File: config.mk
export PLATFORM = sky130hd
export DESIGN_NAME = ifu_fetch
export DESIGN_NICKNAME = d
export VERILOG_FILES = /design/src/rtl/ifu_fetch.sv
export SDC_FILE = /design/constraint.sdc
export NUM_CORES = 1
export LEC_CHECK = 0
export BUFFER_PORTS_ARGS = -buffer_cell sky130_fd_sc_hd__buf_2
export CAP_MARGIN = 15
export CORE_ASPECT_RATIO = 1.75
export CORE_MARGIN = 2
export CORE_UTILIZATION = 42
export CTS_CLUSTER_DIAMETER = 30
export DETAILED_ROUTE_END_ITERATION = 10
export GPL_TIMING_DRIVEN = 0
export PLACE_DENSITY = 0.65
export SETUP_SLACK_MARGIN = 0.4
export SYNTH_ARGS = -nofsm -noshare
export SYNTH_HDL_FRONTEND = slang
export SYNTH_SLANG_ARGS = --single-unit
File: constraint.sdc
create_clock -name clk -period 4.2 [get_ports clk]
set_input_delay 0.42 -clock clk [delete_from_list [all_inputs] [get_ports clk]]
set_output_delay 0.42 -clock clk [all_outputs]
set_load 0.02 [all_outputs]
File: src/rtl/ifu_fetch.sv
// ifu_fetch: instruction-fetch sequencer between the PC register and the decoder.
//
// Each fetch takes the current PC, issues one read on an AXI-lite-style
// instruction bus, and presents the returned word to the decoder over a
// valid/ready handshake. pc_ack_o pulses on the cycle the decoder accepts the
// word, which lets next-PC logic advance the PC. flush_i abandons the fetch at
// any point.
//
// Ports:
//   clk, rstn                   clock, asynchronous active-low reset
//   pc_i, pc_valid_i            current PC and its valid flag
//   pc_ack_o                    instruction consumed; PC may advance this edge
//   flush_i                     redirect, abandon the current fetch
//   araddr_o/arvalid_o/arready_i        read-address channel
//   rdata_i/rresp_i/rvalid_i/rready_o   read-data channel
//   inst_o, inst_pc_o, inst_fault_o     fetched word, its PC and access fault
//   inst_valid_o, inst_ready_i          decoder handshake
module ifu_fetch #(
    parameter int unsigned                CPU_WIDTH = 32,
    parameter logic [CPU_WIDTH-1:0]       NOP_INST  = 32'h00000013
) (
    input  logic                 clk,
    input  logic                 rstn,
    input  logic [CPU_WIDTH-1:0] pc_i,
    input  logic                 pc_valid_i,
    output logic                 pc_ack_o,
    input  logic                 flush_i,
    output logic [CPU_WIDTH-1:0] araddr_o,
    output logic                 arvalid_o,
    input  logic                 arready_i,
    input  logic [CPU_WIDTH-1:0] rdata_i,
    input  logic [1:0]           rresp_i,
    input  logic                 rvalid_i,
    output logic                 rready_o,
    output logic [CPU_WIDTH-1:0] inst_o,
    output logic [CPU_WIDTH-1:0] inst_pc_o,
    output logic                 inst_fault_o,
    output logic                 inst_valid_o,
    input  logic                 inst_ready_i
);

    typedef enum logic [1:0] {
        StIdle,
        StAr,
        StR,
        StOut
    } state_t;

    state_t               r_state;
    logic [CPU_WIDTH-1:0] r_req_pc;
    logic [CPU_WIDTH-1:0] r_araddr;
    logic                 r_arvalid;
    logic                 r_rready;
    logic [CPU_WIDTH-1:0] r_inst;
    logic [CPU_WIDTH-1:0] r_inst_pc;
    logic                 r_inst_fault;
    logic                 r_inst_valid;
    // A flush arrived while a read was still owed by the bus; its data must be
    // drained and thrown away rather than handed to the decoder.
    logic                 r_discard;

    always_ff @(posedge clk or negedge rstn) begin
        if (!rstn) begin
            r_state      <= StIdle;
            r_req_pc     <= '0;
            r_araddr     <= '0;
            r_arvalid    <= 1'b0;
            r_rready     <= 1'b0;
            r_inst       <= '0;
            r_inst_pc    <= '0;
            r_inst_fault <= 1'b0;
            r_inst_valid <= 1'b0;
            r_discard    <= 1'b0;
        end else begin
            case (r_state)
                StIdle: begin
                    if (pc_valid_i && !flush_i) begin
                        r_req_pc <= pc_i;
                        if (pc_i[1:0] == 2'b00) begin
                            r_araddr  <= pc_i;
                            r_arvalid <= 1'b1;
                            r_state   <= StAr;
                        end else begin
                            // Misaligned PC: report a fault without touching the bus.
                            r_inst       <= NOP_INST;
                            r_inst_pc    <= pc_i;
                            r_inst_fault <= 1'b1;
                            r_inst_valid <= 1'b1;
                            r_state      <= StOut;
                        end
                    end
                end
                StAr: begin
                    // arvalid may not be withdrawn once raised, so a flush here
                    // only marks the eventual read data for discard.
                    if (flush_i) begin
                        r_discard <= 1'b1;
                    end
                    if (arready_i) begin
                        r_arvalid <= 1'b0;
                        r_rready  <= 1'b1;
                        r_state   <= StR;
                    end
                end
                StR: begin
                    if (rvalid_i) begin
                        r_rready <= 1'b0;
                        if (r_discard || flush_i) begin
                            r_discard <= 1'b0;
                            r_state   <= StIdle;
                        end else begin
                            r_inst       <= rdata_i;
                            r_inst_pc    <= r_req_pc;
                            r_inst_fault <= (rresp_i != 2'b00);
                            r_inst_valid <= 1'b1;
                            r_state      <= StOut;
                        end
                    end else if (flush_i) begin
                        r_discard <= 1'b1;
                    end
                end
                StOut: begin
                    // Flush and accept both leave OUT; only accept produces an ack.
                    if (flush_i || inst_ready_i) begin
                        r_inst_valid <= 1'b0;
                        r_state      <= StIdle;
                    end
                end
                default: begin
                    r_state <= StIdle;
                end
            endcase
        end
    end

    assign pc_ack_o     = r_inst_valid & inst_ready_i & ~flush_i;
    assign araddr_o     = r_araddr;
    assign arvalid_o    = r_arvalid;
    assign rready_o     = r_rready;
    assign inst_o       = r_inst;
    assign inst_pc_o    = r_inst_pc;
    assign inst_fault_o = r_inst_fault;
    assign inst_valid_o = r_inst_valid;

endmodule

# Word level (Yosys, flattened, before mapping)
# Index checks and enable logic that the tools add are counted.
# word_totals
n_memories	0
latchBits	0
regBits	135
wordCells	80
out_inout_bits	101
mem_bits_ro	0
ramBits	0
# op_classes
order_cmp	0
multipliers	0
n_reduce_logical	19
shifts	0
n_eq_ne	11
mux	37
n_bitwise	3
div	0
n_addsub	0
# op_table
cell	n
$mux W32	8
$pmux W32 S2	2
$mux W1	15
$ne A2 B2 Y1 const B	7
$mux W2	6
$pmux W1 S2	4
$pmux W2 S4	1
$reduce_and A4 Y1	2
$reduce_bool A2 Y1	4
$reduce_and A3 Y1	2
$reduce_and A6 Y1	1
$reduce_and A5 Y1	1
$eq A2 B2 Y1 const B	2
$logic_not A2 Y1	2
$reduce_and A2 Y1	2
$ne A3 B3 Y1 const B	1
$pmux W1 S3	1
$reduce_bool A3 Y1	1
$and A1 B1 Y1	2
$eq A2 B1 Y1 const B	1
$logic_or A1 B1 Y1	2
$logic_and A1 B1 Y1	1
$logic_not A1 Y1	1
$not A1 Y1	1

# Depth between registers and ports, before layout
# Gate-level depths: netlist (run 1).
# logic_depth
ltp_word	4
depth_mapped	9
mapped_depth_nobuf	6

# Worst setup path after synthesis (run 1)
# No wires, ideal clock.
# synth_timing
kind	flip-flop to flip-flop
from	register r_state[0]
to	register r_inst_pc[10] (netlist: inst_pc_o[10])
path_buffers	2
arrival_ps	1807
slack_ps	2267
stages_incl_launch_ff	7
period_less_slack_ps	1933
path_cell_list	dfrtp_1 > inv_1 > ha_1 > buf_2 > buf_1 > mux2_2 > mux2_4
# synth_via
elab_chain_len	3
word_cells_on_any_way	9
# synth_lines
element	line_no	text
from (decl)	49	state_t r_state;
from (signal assigned)	64	r_state <= StIdle;
from (signal assigned)	82	r_state <= StAr;
from (signal assigned)	89	r_state <= StOut;
$eq A2 B2 Y1 or $logic_not A2 Y1 (tied branches)	75	case (r_state)
$ne A2 B2 Y1 (no source line) or $reduce_bool A2 Y1 (tied branches)	-	
$reduce_and A5 Y1 (no source line)	-	
to (signal assigned)	86	r_inst_pc <= pc_i;
to (signal assigned)	113	r_inst_pc <= r_req_pc;
to (decl)	55	logic [CPU_WIDTH-1:0] r_inst_pc;
# Several ways; a longest one is shown, not always the timed one.
# A chain may end at the register's enable or synchronous reset.

# Worst setup path in the final report (run 1)
# layout_timing
from	register r_state[0]
to	register r_inst_pc[24] (netlist: inst_pc_o[24])
# The elaborated chain is that of the path after synthesis.

==> impl_metrics.py, run 1 <==
metrics = {
    "clock_tree": {
        "insertion_delay_ps": 410,
        "clkTransAtPathRegs_ps": 60,
        "clock_path_buffers": 2,
        "cts_tree": "built",
        "htreeDepth": 4,
        "cts_resized": 0,
        "root_buffer": "clkbuf_16",
        "postCtsSetupRepairBufs": 0,
        "cts_made_buffers": 17,
        "cts_sinks": 135,
        "cts_hold_buf": 0,
    },
    "sta": {
        "drv_slew": 0,
        "finClkSkew_ps": 8.23,
        "tightest_slew_ps": 634,
        "setup_slack_ps": 1910,
        "finalSetupViolations": 0,
        "fmax_ghz": 0.437,
        "rsz0062_at_grt": "false",
        "hold_slack_ps": -9.71,
        "finalSetupTns_ps": 0,
        "slew_headroom": 0.577,
        "hold_violations": 4,
        "final.min_clock_period_ps": 2290,
        "period_share": 0.545,
    },
    "synthesis": {
        "synth_top_cell_by_area": "dfrtp_1",
        "synth_edf_count": 0,
        "syn_nets": 529,
        "synthTopCellsByArea": "dfrtp_1 56%, mux2_2 18%, mux2_4 7.5%, o31ai_1 3.7%, o21ai_1 2.4%",
        "synthArstFlopShare": 1.00,
        "synth_warnings": 0,
        "ys_ff_latch": 135,
        "yosysTopAreaCellShare": 0.560,
        "synth_seq_area_share": 0.560,
        "avgSynthCellArea_um2": 13.4,
        "synth.top_cells.by_count": "135 x dfrtp_1, 94 x mux2_2, 30 x mux2_4, 30 x o31ai_1, 29 x o21ai_1",
        "syn_area_um2": 6030,
        "synth_most_common_cell": "dfrtp_1",
        "synth.distinct_cells": 34,
        "synth_cells": 450,
        "synth_ff_type": "dfrtp_1",
    },
    "placement": {
        "dp_hpwl_mm": 10.6,
        "dp.cells": 804,
        "gp_congestion": 0.765,
        "pre_cts_ws_ps": 1870,
        "portBuffers": 173,
    },
    "worst_setup_path": {
        "crit_path_top_delay_cell": "buf_1",
        "critPathLaunchType": "flip-flop",
        "path_cells": "inv_1 > ha_1 > buf_2 > buf_1 > mux2_2 > mux2_4",
        "critPathMaxFanout": 10,
        "arrival_ps": 2580,
        "required_ps": 4490,
        "max_stage_delay_ps": 530,
        "crit_type": "reg2reg",
        "cp_top_family": "buffers and inverters",
        "endpoint_kind": "flip-flop",
        "cp_num_buf_inv": 3,
    },
    "floorplan": {
        "core_um2": 14200,
        "die_area_um2": 15400,
        "die_w_um": 94.6,
        "row_count": 58,
        "ioPinCount": 174,
        "die_h_um": 163,
        "initial_core_util": 0.424,
    },
    "hold_path": {
        "hp-class": "in2async",
    },
    "final_layout": {
        "num_antenna_cells": 0,
        "final_cell_count_no_fill": 836,
        "layout.nets": 722,
        "drive_gt1_frac": 0.532,
        "area_growth_pct": 28.7,
    },
    "power": {
        "power_w": 0.00678,
        "vdd_drop_max_mv": 0.472,
        "p_leak_nw": 3.75,
        "cellPowerDensity_nw_per_um2": 873,
    },
    "drt": {
        "wire_per_inst_um": 17.0,
        "via_per_inst": 5.17,
        "drt_wl_total_mm": 14.2,
        "dr_total_vias": 4323,
        "drt_pass1_iterations": 4,
        "ant_nets": 0,
        "drc_errors": 0,
        "initialDrtViolationCount": 87,
    },
    "grt": {
        "first_global_vias": 4685,
        "grt_pass1_wl_mm": 23.2,
        "overflow": 0,
        "grt_max_degree": 73,
        "grt_use_total": 0.194,
        "antenna_found_initial": 0,
    },
    "outcome": {
        "violations": "hold timing",
        "status": "finished, violations left",
    },
    "flow_run": {
        "cap_violations": 0,
    },
}
-- where the power goes --
part           switching [W]  internal, W  leakage [nW]
Sequential          0.000321      0.00193          1.66
Combinational        0.00167      0.00135          1.81
Clock               0.000600     0.000906         0.286
Total                0.00259      0.00419          3.75
-- sequential cells by signal (all words and copies together), names as in the netlist --
name,count
araddr_o,32
inst_o,32
inst_pc_o,32
r_req_pc,32
r_state,2
arvalid_o,1
inst_fault_o,1
inst_valid_o,1
r_discard,1
rready_o,1
-- layout make-up --
cell class | count | area, um2
buffer | 32 | 156
clock buffer | 18 | 439
clock inverter | 14 | 164
fill | 1271 | 6460
inverter | 5 | 18.8
multi-input combinational | 278 | 2480
sequential | 135 | 3380
tap | 180 | 225
timing repair buffer | 174 | 900
-- path summary, 6_finish.rpt --
path | slack, ps | end | from | cells after the start
setup / recovery | 1910 | inst_pc_o[24] | r_state[0] | 6
hold / removal | -10 | inst_o[22] | rstn | 1
setup reg to reg | 1910 | inst_pc_o[24] | r_state[0] | 6
hold reg to reg | 490 | araddr_o[1] | araddr_o[1] | 1
max in group asynchronous | 3460 | araddr_o[12] | rstn | 2
min in group clk | 240 | inst_o[13] | rdata_i[13] | 3
-- routing by layer --
layer  share of wire  track usage  up-vias
li1                -            -     2031
met1            0.38        0.213     2126
met2            0.55        0.358      150
met3           0.055       0.0453       16
met4           0.016       0.0685        0
met5               0            0        -
-- per-stage QoR --
stage,util,cell area [um2]
finish,0.545,7760
global route,0.545,7760
CTS,0.545,7760
detailed placement,0.503,7160
global placement,0.501,7120
floorplan,-,6030
-- logic make-up after synthesis --
group,count (synthesis),synth area share
flip-flops,135,0.560
AND/OR/NAND/NOR,64,0.0564
buffers and inverters,37,0.0290
multiplexers,127,0.256
AO/OA/AOI/OAI,81,0.0863
adder cells (fa/ha/maj),6,0.0124
-- cell usage in the layout (no fill, tap or decap), types with 4 or more instances in the layout --
master     count
inv_6          5
nor2_1         8
buf_6          4
buf_2        183
clkbuf_1      15
nand3_1       23
mux2_4        30
ha_1           6
clkbuf_16     17
dfrtp_1      135
a31oi_1        9
o21ai_0        5
o21ai_1       29
nand2_1       14
mux2_2        94
nor2b_1        6
and2_1         4
inv_1          5
o31ai_1       30
Note: power is estimated with default switching activity, not from simulation.
==> inputs of run 2 (changes only) <==
==> constraint.sdc (replaced) <==
create_clock -name clk -period 2.14 [get_ports clk]
set_input_delay 0.214 -clock clk [delete_from_list [all_inputs] [get_ports clk]]
set_output_delay 0.214 -clock clk [all_outputs]
set_load 0.02 [all_outputs]
==> run 2 against run 1 <==
  * The run now ends clean
  * Critical endpoint is now inst_pc_o[2]
  * Wire length grew 6.1%
  * Worst hold slack gained 33 ps
  * Clock power grew 99%
  * Fmax grew 20%
  * Cell area grew 8.7%
  * Combinational power grew 140%
  * Core utilization grew 4.7 points
  * Sequential power grew 99%
  * Flip-flop and latch count is the same
==> impl_metrics.py, run 2 (synthesis results as in run 1) <==
metrics = {
    "clock_tree": {
        "clock_path_buffers": 2,
        "insertion_delay_ps": 410,
        "cts_tree": "built",
        "cts_made_buffers": 17,
        "htreeDepth": 4,
        "cts_sinks": 135,
        "root_buffer": "clkbuf_16",
        "clkTransAtPathRegs_ps": 70,
    },
    "final_layout": {
        "drive_gt1_frac": 0.643,
        "final_cell_count_no_fill": 853,
        "fillers": 1202,
        "area_growth_pct": 39.8,
        "layout.cells.most_common_list": "175 x buf_2, 134 x dfrtp_1, 94 x mux2_2, 30 x mux2_4, 22 x nand3_1",
        "layout_commonest_cell": "buf_2",
        "num_antenna_cells": 0,
        "final_area_um2": 8430,
        "layout.nets": 739,
    },
    "placement": {
        "pre_cts_ws_ps": 50.3,
        "portBuffers": 173,
        "dp.cells": 804,
        "gp_congestion": 0.754,
        "dp_hpwl_mm": 10.6,
        "place_area_um2": 7160,
    },
    "sta": {
        "slew_headroom": 0.590,
        "finalSetupViolations": 0,
        "finClkSkew_ps": 12.4,
        "rsz0062_at_grt": "true",
        "final.min_clock_period_ps": 1910,
        "finalSetupTns_ps": 0,
        "drv_slew": 0,
        "period_share": 0.894,
        "setup_slack_ps": 228,
        "hold_slack_ps": 23.8,
        "hold_violations": 0,
        "fmax_ghz": 0.523,
        "tightest_slew_ps": 615,
    },
    "floorplan": {
        "core_um2": 14200,
        "die_h_um": 163,
        "ioPinCount": 174,
        "row_count": 58,
        "die_area_um2": 15400,
        "die_w_um": 94.6,
        "initial_core_util": 0.424,
    },
    "drt": {
        "via_per_inst": 5.23,
        "dr_total_vias": 4458,
        "drc_errors": 0,
        "ant_nets": 0,
        "initialDrtViolationCount": 86,
        "wire_per_inst_um": 17.6,
        "drt_wl_total_mm": 15.0,
        "drt_pass1_iterations": 4,
    },
    "worst_setup_path": {
        "crit_path_top_delay_cell": "dfrtp_1",
        "cp_num_buf_inv": 3,
        "crit_type": "reg2reg",
        "crit_cells": 8,
        "path_cells": "inv_2 > ha_4 > or3b_4 > nand2_4 > nand3_4 > buf_12 > buf_12 > mux2_4",
        "arrival_ps": 2200,
        "critPathLaunchType": "flip-flop",
        "cpMostUsedCell": "buf_12",
        "max_stage_delay_ps": 390,
        "endpoint_kind": "flip-flop",
        "cp_top_family": "simple AND/OR/NAND/NOR gates",
        "critPathMaxFanout": 6,
        "ff2ff_path_depth": 8,
        "r2r_slack_ps": 230,
        "required_ps": 2430,
    },
    "grt": {
        "first_global_vias": 4776,
        "met1_usage": 0.219,
        "grt_use_total": 0.200,
        "antenna_found_initial": 0,
        "grt_pass1_wl_mm": 23.8,
        "overflow": 0,
        "busiest_layer": "met2",
        "grt_max_degree": 71,
        "use_met3": 0.0421,
        "grt.met2_usage": 0.372,
    },
    "outcome": {
        "status": "completed",
    },
    "hold_path": {
        "hp-class": "in2reg",
        "hold_path_depth": 3,
    },
    "power": {
        "cellPowerDensity_nw_per_um2": 1740,
        "p_leak_nw": 4.02,
        "vdd_drop_max_mv": 0.954,
    },
    "flow_run": {
        "cap_violations": 0,
    },
}
## run 2: final cells by class
type	count	area (um2)	share of cell area
Buffer	32	290	0.0344
Clock buffer	19	453	0.0537
Clock inverter	13	158	0.0187
Inverter	5	18.8	0.00223
Multi-Input combinational cell	278	2790	0.331
Sequential cell	135	3380	0.401
Tap cell	180	225	0.0267
Timing Repair Buffer	191	1120	0.133
## run 2: final timing paths
path	startpoint	end
worst min-delay path	rdata_i[10]	inst_o[10]
min in group asynchronous	rstn	araddr_o[0]
worst min register to register	araddr_o[0]	araddr_o[0]
worst max register to register	r_state[0]	inst_pc_o[2]
worst max-delay path	r_state[0]	inst_pc_o[2]
max in group asynchronous	rstn	r_state[1]
## run 2: timing repair
item / 4_1_cts / 5_1_grt
hold buffers: 1 / 0
pin swaps: 3 / 2
buffers inserted: 10 / 3
hold endpoints to repair: 65 / 0
setup endpoints to repair: 128 / 117
resized for setup: 66 / 49
cloned: 3 / 0
## run 2: through the flow
stage / util / total power [W]
global route: 0.593 / 0.0156
floorplan: - / 0.00861
detailed placement: 0.504 / 0.0105
global placement: 0.501 / 0.0103
CTS: 0.578 / 0.0145
finish: 0.593 / 0.0147
## run 2: layer usage
metal,part of all wire,up-vias,wire [um]
li1,-,2072,-
met1,0.38,2243,5670
met2,0.56,124,8440
met3,0.041,19,622
met4,0.021,0,309
met5,0,-,0
## run 2: worst reg2reg max path: cells and delay by family (launching register included)
kind	cells	cell delay [ps]
buffers and inverters	3	410
flip-flops	1	390
AND/OR/NAND/NOR	3	570
multiplexers	1	290
adder cells (fa/ha/maj)	1	130
## run 2: report_power, final
part           switching [W]  internal (W)  total [W]
Clock                0.00118       0.00182    0.00300
Sequential          0.000687       0.00379    0.00447
Combinational        0.00375       0.00349    0.00724
